--- src/rtl/uart_rx.sv ---
// ----------------------------------------------------------------------------
// uart_rx
//   UART receiver. It takes the oversampled baud tick from the clock divider,
//   synchronises the asynchronous RX line, and deserialises LSB-first frames
//   (1 start, DATA_BITS data, optional parity, 1 stop) into words. Each bit is
//   sampled once, at mid-bit. There is no majority vote.
//
//   Optional build macro: UART_RX_PARITY_EN
//     When defined, the build adds a PARITY state between DATA and STOP, the
//     PARITY_ODD parameter (0 = even, 1 = odd) and the o_parity_err strobe.
//
// Parameters
//   DATA_BITS   data bits per frame (5..8)
//   OVERSAMPLE  baud ticks per bit period (even, >= 8)
//
// Ports
//   i_clk         system clock
//   i_rst_n       asynchronous active-low reset
//   i_baud_tick   one-cycle strobe at OVERSAMPLE x baud
//   i_rx          asynchronous serial input, idles high
//   o_data        last good word; holds until the next good frame
//   o_valid       one-cycle strobe: o_data has just been updated
//   o_frame_err   one-cycle strobe: stop bit sampled low
//   o_busy        high whenever the receiver is not in IDLE
//   o_parity_err  (parity build only) one-cycle strobe: parity mismatch
//
// Handshake: o_valid and the error strobes are single-cycle, never overlap,
// and have no back-pressure. The consumer must capture o_data on o_valid.
// state_q is the FSM state register. It is visible to bound checkers.
// ----------------------------------------------------------------------------
module uart_rx #(
    parameter int DATA_BITS  = 8,
`ifdef UART_RX_PARITY_EN
    parameter int PARITY_ODD = 0,
`endif
    parameter int OVERSAMPLE = 16
) (
    input  logic                 i_clk,
    input  logic                 i_rst_n,
    input  logic                 i_baud_tick,
    input  logic                 i_rx,
    output logic [DATA_BITS-1:0] o_data,
    output logic                 o_valid,
    output logic                 o_frame_err,
    output logic                 o_busy
`ifdef UART_RX_PARITY_EN
    ,
    output logic                 o_parity_err
`endif
);

    localparam int TW = $clog2(OVERSAMPLE);
    localparam int BW = $clog2(DATA_BITS);

    localparam logic [TW-1:0] HALF_M1  = TW'(OVERSAMPLE / 2 - 1);
    localparam logic [TW-1:0] FULL_M1  = TW'(OVERSAMPLE - 1);
    localparam logic [BW-1:0] LAST_BIT = BW'(DATA_BITS - 1);

    typedef enum logic [2:0] {
        S_IDLE,
        S_START,
        S_DATA,
`ifdef UART_RX_PARITY_EN
        S_PARITY,
`endif
        S_STOP,
        S_WAIT_IDLE
    } state_e;

    state_e                 state_q, state_d;
    logic [1:0]             sync_q, sync_d;
    logic                   rx_s;
    logic [TW-1:0]          tick_cnt_q, tick_cnt_d;
    logic [BW-1:0]          bit_cnt_q, bit_cnt_d;
    logic [DATA_BITS-1:0]   shift_q, shift_d;
    logic [DATA_BITS-1:0]   data_q, data_d;
    logic                   valid_q, valid_d;
    logic                   frame_err_q, frame_err_d;
`ifdef UART_RX_PARITY_EN
    logic                   par_bit_q, par_bit_d;
    logic                   parity_err_q, parity_err_d;
    logic                   par_bad;
`endif

    // Two-flop synchroniser. It resets to the idle level so that reset
    // release cannot fake a start bit.
    assign sync_d = {sync_q[0], i_rx};
    assign rx_s   = sync_q[1];

`ifdef UART_RX_PARITY_EN
    // The XOR of the data bits and the received parity bit must equal
    // PARITY_ODD. The shift register is complete by the time STOP is reached.
    assign par_bad = ((^shift_q) ^ par_bit_q) != 1'(PARITY_ODD);
`endif

    always_comb begin
        state_d     = state_q;
        tick_cnt_d  = tick_cnt_q;
        bit_cnt_d   = bit_cnt_q;
        shift_d     = shift_q;
        data_d      = data_q;
        valid_d     = 1'b0;
        frame_err_d = 1'b0;
`ifdef UART_RX_PARITY_EN
        par_bit_d    = par_bit_q;
        parity_err_d = 1'b0;
`endif

        case (state_q)
            S_IDLE: begin
                if (!rx_s) begin
                    state_d    = S_START;
                    tick_cnt_d = '0;
                end
            end

            // Wait half a bit so that every later sample lands mid-bit.
            // A line that is high again by then was a glitch.
            S_START: begin
                if (i_baud_tick) begin
                    if (tick_cnt_q == HALF_M1) begin
                        tick_cnt_d = '0;
                        if (!rx_s) begin
                            state_d   = S_DATA;
                            bit_cnt_d = '0;
                        end else begin
                            state_d = S_IDLE;
                        end
                    end else begin
                        tick_cnt_d = tick_cnt_q + 1'b1;
                    end
                end
            end

            // Bits arrive LSB first. Shifting in at the MSB leaves bit 0 in
            // the LSB once all DATA_BITS samples are taken.
            S_DATA: begin
                if (i_baud_tick) begin
                    if (tick_cnt_q == FULL_M1) begin
                        tick_cnt_d = '0;
                        shift_d    = {rx_s, shift_q[DATA_BITS-1:1]};
                        if (bit_cnt_q == LAST_BIT) begin
                            bit_cnt_d = '0;
`ifdef UART_RX_PARITY_EN
                            state_d   = S_PARITY;
`else
                            state_d   = S_STOP;
`endif
                        end else begin
                            bit_cnt_d = bit_cnt_q + 1'b1;
                        end
                    end else begin
                        tick_cnt_d = tick_cnt_q + 1'b1;
                    end
                end
            end

`ifdef UART_RX_PARITY_EN
            S_PARITY: begin
                if (i_baud_tick) begin
                    if (tick_cnt_q == FULL_M1) begin
                        tick_cnt_d = '0;
                        par_bit_d  = rx_s;
                        state_d    = S_STOP;
                    end else begin
                        tick_cnt_d = tick_cnt_q + 1'b1;
                    end
                end
            end
`endif

            // Leave at mid-stop-bit. The second half of the stop bit is then
            // spent in IDLE, so a following start edge is not missed.
            S_STOP: begin
                if (i_baud_tick) begin
                    if (tick_cnt_q == FULL_M1) begin
                        tick_cnt_d = '0;
                        if (rx_s) begin
                            state_d = S_IDLE;
`ifdef UART_RX_PARITY_EN
                            if (par_bad) begin
                                parity_err_d = 1'b1;
                            end else begin
                                data_d  = shift_q;
                                valid_d = 1'b1;
                            end
`else
                            data_d  = shift_q;
                            valid_d = 1'b1;
`endif
                        end else begin
                            frame_err_d = 1'b1;
                            state_d     = S_WAIT_IDLE;
                        end
                    end else begin
                        tick_cnt_d = tick_cnt_q + 1'b1;
                    end
                end
            end

            // A break holds the line low. Wait it out so that it is not
            // decoded as a stream of zero frames.
            S_WAIT_IDLE: begin
                if (rx_s) begin
                    state_d    = S_IDLE;
                    tick_cnt_d = '0;
                end
            end

            default: begin
                state_d    = S_IDLE;
                tick_cnt_d = '0;
                bit_cnt_d  = '0;
            end
        endcase
    end

    always_ff @(posedge i_clk or negedge i_rst_n) begin
        if (!i_rst_n) begin
            state_q     <= S_IDLE;
            sync_q      <= 2'b11;
            tick_cnt_q  <= '0;
            bit_cnt_q   <= '0;
            shift_q     <= '0;
            data_q      <= '0;
            valid_q     <= 1'b0;
            frame_err_q <= 1'b0;
`ifdef UART_RX_PARITY_EN
            par_bit_q    <= 1'b0;
            parity_err_q <= 1'b0;
`endif
        end else begin
            state_q     <= state_d;
            sync_q      <= sync_d;
            tick_cnt_q  <= tick_cnt_d;
            bit_cnt_q   <= bit_cnt_d;
            shift_q     <= shift_d;
            data_q      <= data_d;
            valid_q     <= valid_d;
            frame_err_q <= frame_err_d;
`ifdef UART_RX_PARITY_EN
            par_bit_q    <= par_bit_d;
            parity_err_q <= parity_err_d;
`endif
        end
    end

    assign o_data      = data_q;
    assign o_valid     = valid_q;
    assign o_frame_err = frame_err_q;
    assign o_busy      = (state_q != S_IDLE);
`ifdef UART_RX_PARITY_EN
    assign o_parity_err = parity_err_q;
`endif

endmodule

--- config.mk ---
export PLATFORM = sky130hd
export DESIGN_NAME = uart_rx
export DESIGN_NICKNAME = d
export VERILOG_FILES = /design/src/rtl/uart_rx.sv
export SDC_FILE = /design/constraint.sdc
export NUM_CORES = 1
export LEC_CHECK = 0
export BUFFER_PORTS_ARGS = -buffer_cell sky130_fd_sc_hd__buf_2
export CAP_MARGIN = 5
export CELL_PAD_IN_SITES_DETAIL_PLACEMENT = 0
export CELL_PAD_IN_SITES_GLOBAL_PLACEMENT = 2
export CORE_MARGIN = 8
export CORE_UTILIZATION = 42
export DETAILED_ROUTE_END_ITERATION = 16
export PLACE_DENSITY = 0.83
export SKIP_LAST_GASP = 1
export SYNTH_ARGS = -nofsm -noshare
export SYNTH_HDL_FRONTEND = slang
export SYNTH_SLANG_ARGS = --single-unit
--- constraint.sdc ---
create_clock -name i_clk -period 3 [get_ports i_clk]
set_clock_uncertainty 0.2 [all_clocks]
set_input_delay 0.6 -clock i_clk [delete_from_list [all_inputs] [get_ports i_clk]]
set_output_delay 0.6 -clock i_clk [all_outputs]
set_load 0.03 [all_outputs]
==> metrics.log, run 1 <==
INFO  metric dp_worst_setup_slack = 1030 ps
INFO  metric cp_data_required_time = 2200 ps
INFO  metric synthesis.instances = 116
INFO  metric drc_errors = 0
INFO  metric detail_route.vias_per_cell = 5.15
INFO  metric synth.net_count = 123
INFO  metric share_of_post_route_cells_with_drive_strength_above_1 = 28.1%
INFO  metric synthesis.area_per_instance = 12.4 sq um
INFO  metric post_route_worst_setup_slack = 906 ps
INFO  metric synth_sequential_area_ratio = 52.5%
INFO  metric fill_cells = 324
INFO  metric floorplan.initialDensity = 43.3%
INFO  metric synth_top_cell_by_area = sky130_fd_sc_hd__dfrtp_1
INFO  metric max-vdd-ir-drop = 0.282 mV
INFO  metric fin_total_pwr = 0.000913 W
INFO  metric core_area = 3310 sq um
INFO  metric unrepaired_setup_endpoints_after_global_routing = false
INFO  metric final.period_utilization = 69.8%
INFO  metric hpwlAfterDp = 1850 um
INFO  metric clock_path_buffers = 2
INFO  metric slew_limit_fails = 0
INFO  metric maximum_number_of_pins_on_one_net_before_global_route_repair = 31
INFO  metric max_clk_rate = 0.477 GHz
INFO  metric floorplan.io_pins = 15
INFO  metric critPathMaxFanout = 11
INFO  metric power.density = 576 nW/um^2
INFO  metric ant_nets = 0
INFO  metric worstPathBufferInverterCount = 1
INFO  metric crit_chain = nor2_1 > nand2_1 > buf_2
INFO  metric worst-slew-pin-transition = 663 ps
INFO  metric netlist_top_cells_count = sky130_fd_sc_hd__dfrtp_1, sky130_fd_sc_hd__nand2_1, sky130_fd_sc_hd__nor2_1, sky130_fd_sc_hd__mux2_4, sky130_fd_sc_hd__mux2_1
INFO  metric worstSetupStartpointType = flop
INFO  metric timing.critical_path.to_type = output port
INFO  metric grt_antenna_before_repair = 0
INFO  metric synth_top_cell_area_share = 48.9%
INFO  metric share_seq_of_total_power = 55.2%
INFO  metric synth-seq-cells = 30
INFO  metric final_hold_viol_count = 0
INFO  metric crit_path_max_incr_delay = 510 ps
INFO  metric period_minus_slack = 2090 ps
INFO  metric initialDrtViolationCount = 50
INFO  metric cts_sinks = 30
INFO  metric total_number_of_vias = 932
INFO  metric r2r_cells = 4
INFO  metric reg_to_reg_slack_setup = 1030 ps
INFO  metric post_cts_resized = 0
INFO  metric internal-power = 0.000607 W
INFO  metric die_x = 74.4 um
INFO  metric cts.clk_slew.worst_paths = 100 ps
INFO  metric detailedRoute.firstPassIterationCount = 4
INFO  metric cts_hold_fix_bufs = 0
INFO  metric path_class = reg2out
INFO  metric worst_hold_path_type = in2async
INFO  metric cts.repair_timing.setup_buffer_count = 0
INFO  metric synth.most_common_cell = sky130_fd_sc_hd__dfrtp_1
INFO  metric rows = 21
INFO  metric worst_r2r_endpoint = tick_cnt_q[0]
INFO  metric yosys-top-cells-area = sky130_fd_sc_hd__dfrtp_1, sky130_fd_sc_hd__mux2_4, sky130_fd_sc_hd__mux2_1
INFO  metric clk_latency = 340 ps
INFO  metric floorplan.die_area = 5540 sq um
INFO  metric synth_async_sr_flop_share = 100%
INFO  metric place_congestion = 0.792
INFO  metric power_frac_comb = 19.6%
INFO  metric die-height = 74.4 um
INFO  metric htree_levels = 2
INFO  metric syn_to_final_growth = 10.6%
INFO  metric cap_violations = 0
INFO  metric result_of_the_run = finished clean
INFO  metric drt-wirelength-per-cell = 14.5 um
INFO  metric mapped_area = 1430 sq um
INFO  metric net-switching-power = 0.000306 W
INFO  metric drt_wl_total = 2620 um
INFO  metric static-leakage-power = 0.815 nW
INFO  metric final-setup-viol-count = 0
INFO  metric yosysWarningCount = 0
INFO  metric kind_of_cell_with_the_highest_combined_delay_on_the_critical_path = flip-flops
INFO  metric regToRegStartpoint = state_q[1]
INFO  metric number_of_enable_flip_flop_cells_after_synthesis = 0
INFO  metric grtUsageTotal = 11.1%
INFO  metric cts_tree = built
INFO  metric port-buffer-count = 14
INFO  metric netSwitchingFraction = 33.5%
INFO  metric insertedDiodeCount = 0
INFO  metric critical_path.slowest_cell = sky130_fd_sc_hd__dfrtp_1
INFO  metric global_route.overflow_total = 0
INFO  metric ys.flop_type = sky130_fd_sc_hd__dfrtp_1
INFO  metric cts-buffers-inserted = 5
INFO  metric synthDistinctLibCells = 33
INFO  metric clockRootBuffer = sky130_fd_sc_hd__clkbuf_4
INFO  metric timing.slew.headroom = 55.8%
INFO  metric nets = 141
INFO  metric worstPathArrival = 1290 ps
INFO  metric share_clk_of_total_power = 25.1%
INFO  metric grt_pass1_wl = 4530 um
INFO  metric fin_setup_tns = 0 ps
INFO  metric grt_pass1_vias = 1,000
[flip-flops by register name, indices dropped and copies added (netlist names)]
register     flops
tick_cnt_q       4
o_data           8
shift_q          8
bit_cnt_q        3
state_q          3
sync_q           2
o_valid          1
o_frame_err      1
[cell usage in the layout (no fill, tap or decap), types with 2 or more instances in the layout]
cell type	instances
sky130_fd_sc_hd__clkbuf_1	3
sky130_fd_sc_hd__nor3_1	2
sky130_fd_sc_hd__clkbuf_4	5
sky130_fd_sc_hd__or3_1	2
sky130_fd_sc_hd__mux2_4	8
sky130_fd_sc_hd__dfstp_2	2
sky130_fd_sc_hd__mux2_1	7
sky130_fd_sc_hd__dfrtp_1	28
sky130_fd_sc_hd__nor2_1	9
sky130_fd_sc_hd__inv_1	4
sky130_fd_sc_hd__nand4_1	3
sky130_fd_sc_hd__inv_2	2
sky130_fd_sc_hd__o21ai_1	2
sky130_fd_sc_hd__ha_1	3
sky130_fd_sc_hd__a21oi_1	3
sky130_fd_sc_hd__nand3_1	2
sky130_fd_sc_hd__buf_2	14
sky130_fd_sc_hd__mux2_2	2
sky130_fd_sc_hd__nand2_1	14
sky130_fd_sc_hd__or2_1	3
sky130_fd_sc_hd__mux2i_1	5
[cell families after synthesis]
group,after synthesis,synth area share [%]
buffers and inverters,9,3.23
multiplexers,22,18.9
flip-flops,30,52.5
adder cells (fa/ha/maj),3,2.62
AO/OA/AOI/OAI,11,6.63
AND/OR/NAND/NOR,41,16.1
[worst max-delay path by stage]
stage,from,to,slack (ps),cells after the start
2_1_floorplan,tick_cnt_q[0],tick_cnt_q[3],1210,5
3_3_place_gp,i_baud_tick,o_data[0],1060,5
3_5_place_dp,i_baud_tick,o_data[3],1030,5
4_1_cts,state_q[1],o_busy,880,3
5_1_grt,state_q[1],o_busy,780,3
6_report,state_q[1],o_busy,910,3
[worst register-to-register path, stage by stage (launching register included)]
cell and delay (ps):
sky130_fd_sc_hd__dfrtp_1 540, sky130_fd_sc_hd__or2_1 340, sky130_fd_sc_hd__a21oi_1 130, sky130_fd_sc_hd__a21boi_1 290, sky130_fd_sc_hd__mux2_1 350
[stage by stage]
step,area (sq um),std cells,utilization [%],hold WS [ps]
2_1_floorplan,1430,116,-,104
6_report,1590,181,47.9,86.8
3_3_place_gp,1540,173,46.4,147
3_5_place_dp,1540,173,46.4,147
5_1_grt,1590,181,47.9,122
4_1_cts,1590,181,47.9,83.6
[layout make-up]
cell class	count	area (sq um)	area share, %
inverters	6	22.5	1.42
repair buffers	14	70.1	4.42
multi-input cells	77	634	40.0
flip-flops and latches	30	753	47.5
clock buffers	8	48.8	3.08
well taps	46	57.6	3.63
[power by group through the flow]
stage          clock network, W  registers, W  logic (W)
6_report               0.000229      0.000504   0.000179
5_1_grt                0.000260      0.000512   0.000206
4_1_cts                0.000249      0.000503   0.000182
3_5_place_dp                  0      0.000511   0.000182
3_3_place_gp                  0      0.000511   0.000179
2_1_floorplan                 0      0.000486   0.000168
[routing by layer]
layer  track usage (%)  routed length (um)
met5                 0                   0
met4              7.17                  65
met3              5.39                 167
met2              15.9                1150
met1              13.0                1230
(Power assumes the default switching activity.)
==> run 2: changes to the inputs <==
--- a/config.mk
+++ b/config.mk
@@ -10,9 +10,9 @@
 export CELL_PAD_IN_SITES_DETAIL_PLACEMENT = 0
 export CELL_PAD_IN_SITES_GLOBAL_PLACEMENT = 2
 export CORE_MARGIN = 8
-export CORE_UTILIZATION = 42
+export CORE_UTILIZATION = 35
 export DETAILED_ROUTE_END_ITERATION = 16
-export PLACE_DENSITY = 0.83
+export PLACE_DENSITY = 0.74
 export SKIP_LAST_GASP = 1
 export SYNTH_ARGS = -nofsm -noshare
 export SYNTH_HDL_FRONTEND = slang
==> constraint.sdc (replaced) <==
create_clock -name i_clk -period 1.9 [get_ports i_clk]
set_clock_uncertainty 0.2 [all_clocks]
set_input_delay 0.38 -clock i_clk [delete_from_list [all_inputs] [get_ports i_clk]]
set_output_delay 0.38 -clock i_clk [all_outputs]
set_load 0.03 [all_outputs]
==> run 2 against run 1 <==
First-iteration DRC count down 2.0%. Largest cell class unchanged. Critical path type unchanged. Utilization decreased by 3.4 points. Design area increased by 11%. Largest power group unchanged. Clock power increased to 2.8 times the previous value. Sequential power up 59%.
==> metrics.log, run 2 (same netlist as run 1, synthesis figures left out) <==
INFO  metric result_of_the_run = finished clean
INFO  metric worst_hold_path_type = reg2reg
INFO  metric placed_cells_incl_taps = 186
INFO  metric cp_data_required_time = 1320 ps
INFO  metric drc_errors = 0
INFO  metric final_hold_viol_count = 0
INFO  metric max-vdd-ir-drop = 0.474 mV
INFO  metric syn_to_final_growth = 23.2%
INFO  metric final_area = 1770 sq um
INFO  metric rows = 23
INFO  metric drt-wirelength-per-cell = 14.2 um
INFO  metric timing.hold.worst_endpoint = sync_q[1]
INFO  metric placed_cell_area = 1610 sq um
INFO  metric detail_route.vias_per_cell = 4.96
INFO  metric place_congestion = 0.743
INFO  metric floorplan.initialDensity = 36.1%
INFO  metric reg_to_reg_slack_setup = 100 ps
INFO  metric timing.slew.headroom = 55.8%
INFO  metric floorplan.io_pins = 15
INFO  metric max_clk_rate = 0.550 GHz
INFO  metric final.period_utilization = 95.7%
INFO  metric path_class = reg2out
INFO  metric worstPathArrival = 1240 ps
INFO  metric cts_tree = built
INFO  metric detailedRoute.firstPassIterationCount = 4
INFO  metric initialDrtViolationCount = 49
INFO  metric grt_max_usage_layer = met2
INFO  metric cts.clk_slew.worst_paths = 70 ps
INFO  metric use_met2 = 15.3%
INFO  metric total_number_of_vias = 972
INFO  metric hpwlAfterDp = 2040 um
INFO  metric layout.core_utilization = 44.5%
INFO  metric timing.critical_path.to_type = output port
INFO  metric fin_setup_tns = 0 ps
INFO  metric met1_track_usage_gr = 10.4%
INFO  metric leading_cell_type_in_the_layout_fill_and_taps_excluded = sky130_fd_sc_hd__dfrtp_1
INFO  metric hold_path.startpoint = sync_q[0]
INFO  metric cap_violations = 0
INFO  metric htree_levels = 2
INFO  metric period_minus_slack = 1820 ps
INFO  metric insertedDiodeCount = 0
INFO  metric ant_nets = 0
INFO  metric share_of_post_route_cells_with_drive_strength_above_1 = 36.3%
INFO  metric unrepaired_setup_endpoints_after_global_routing = false
INFO  metric final-setup-viol-count = 0
INFO  metric most-common-layout-cells = sky130_fd_sc_hd__dfrtp_1, sky130_fd_sc_hd__nand2_1, sky130_fd_sc_hd__buf_2, sky130_fd_sc_hd__buf_4
INFO  metric core_area = 3970 sq um
INFO  metric layout.cells.non_filler = 196
INFO  metric nets = 153
INFO  metric grtUsageTotal = 9.51%
INFO  metric power.density = 1040 nW/um^2
INFO  metric critPathMaxFanout = 6
INFO  metric die_x = 80.0 um
INFO  metric maximum_number_of_pins_on_one_net_before_global_route_repair = 31
INFO  metric worst_r2r_endpoint = o_data[5]
INFO  metric port-buffer-count = 14
INFO  metric grt_pass1_vias = 1,036
INFO  metric regToRegStartpoint = tick_cnt_q[0]
INFO  metric cts_sinks = 30
INFO  metric global_route.overflow_total = 0
INFO  metric grt_antenna_before_repair = 0
INFO  metric floorplan.die_area = 6400 sq um
INFO  metric die-height = 80.0 um
INFO  metric cts-buffers-inserted = 5
INFO  metric clockRootBuffer = sky130_fd_sc_hd__clkbuf_8
INFO  metric worst-slew-pin-transition = 662 ps
INFO  metric r2r_cells = 5
INFO  metric grt_pass1_wl = 4750 um
INFO  metric static-leakage-power = 0.900 nW
INFO  metric worstSetupStartpointType = flop
INFO  metric use_met3 = 3.83%
INFO  metric drt_wl_total = 2780 um
INFO  metric clk_latency = 280 ps
INFO  metric clock_path_buffers = 2
INFO  metric slew_limit_fails = 0
INFO  metric min_delay_path_depth = 0
## run 2: through the flow
stage / setup WS [ps] / total power (W) / hold WS [ps]
2_1_floorplan: 111 / 0.00103 / -116
3_3_place_gp: 50.2 / 0.00114 / 146
3_5_place_dp: 6.59 / 0.00115 / 147
4_1_cts: 2.03 / 0.00181 / 159
5_1_grt: 4.37 / 0.00194 / 168
6_report: 80.8 / 0.00183 / 161
## run 2: final cells by class
type	count	area (sq um)
Clock buffer	6	82.6
Clock inverter	1	30.0
Fill cell	378	2200
Inverter	6	22.5
Multi-Input combinational cell	77	649
Sequential cell	30	754
Tap cell	50	62.6
Timing Repair Buffer	26	165
## run 2: where the power goes
group	leakage, nW	internal (W)	switching (W)	total [W]
clock network	0.0573	0.000419	0.000228	0.000647
logic	0.448	0.000186	0.000198	0.000384
registers	0.395	0.000701	0.0000981	0.000799
## run 2: repair_timing
action | CTS | global route
setup endpoints to repair | 1 | 18
hold buffers | 2 | 0
gates resized for setup | 1 | 3
hold endpoints to repair | 29 | 0
setup buffers | 0 | 1
cloned | 0 | 0
## run 2: worst max-delay path by stage
stage | start | endpoint | slack (ps) | cells past startpoint
after floorplan | tick_cnt_q[0] | tick_cnt_q[3] | 110 | 5
after global placement | tick_cnt_q[0] | o_data[7] | 50 | 5
after detailed placement | tick_cnt_q[0] | o_data[1] | 7 | 5
after CTS | tick_cnt_q[0] | o_data[2] | 2 | 5
after global routing | state_q[1] | o_busy | 4 | 4
final | state_q[1] | o_busy | 80 | 4
## run 2: layer usage
metal / wire length (um) / vias up
met5: 0 / -
met4: 60 / 0
met3: 162 / 8
met2: 1360 / 21
met1: 1200 / 473
li1: - / 470
## run 2: critical path, stage by stage, from the launching register on
cell                      delay [ps]
sky130_fd_sc_hd__dfrtp_2         440
sky130_fd_sc_hd__buf_4           150
sky130_fd_sc_hd__nor2_2          120
sky130_fd_sc_hd__nand2_1          70
sky130_fd_sc_hd__buf_2           180
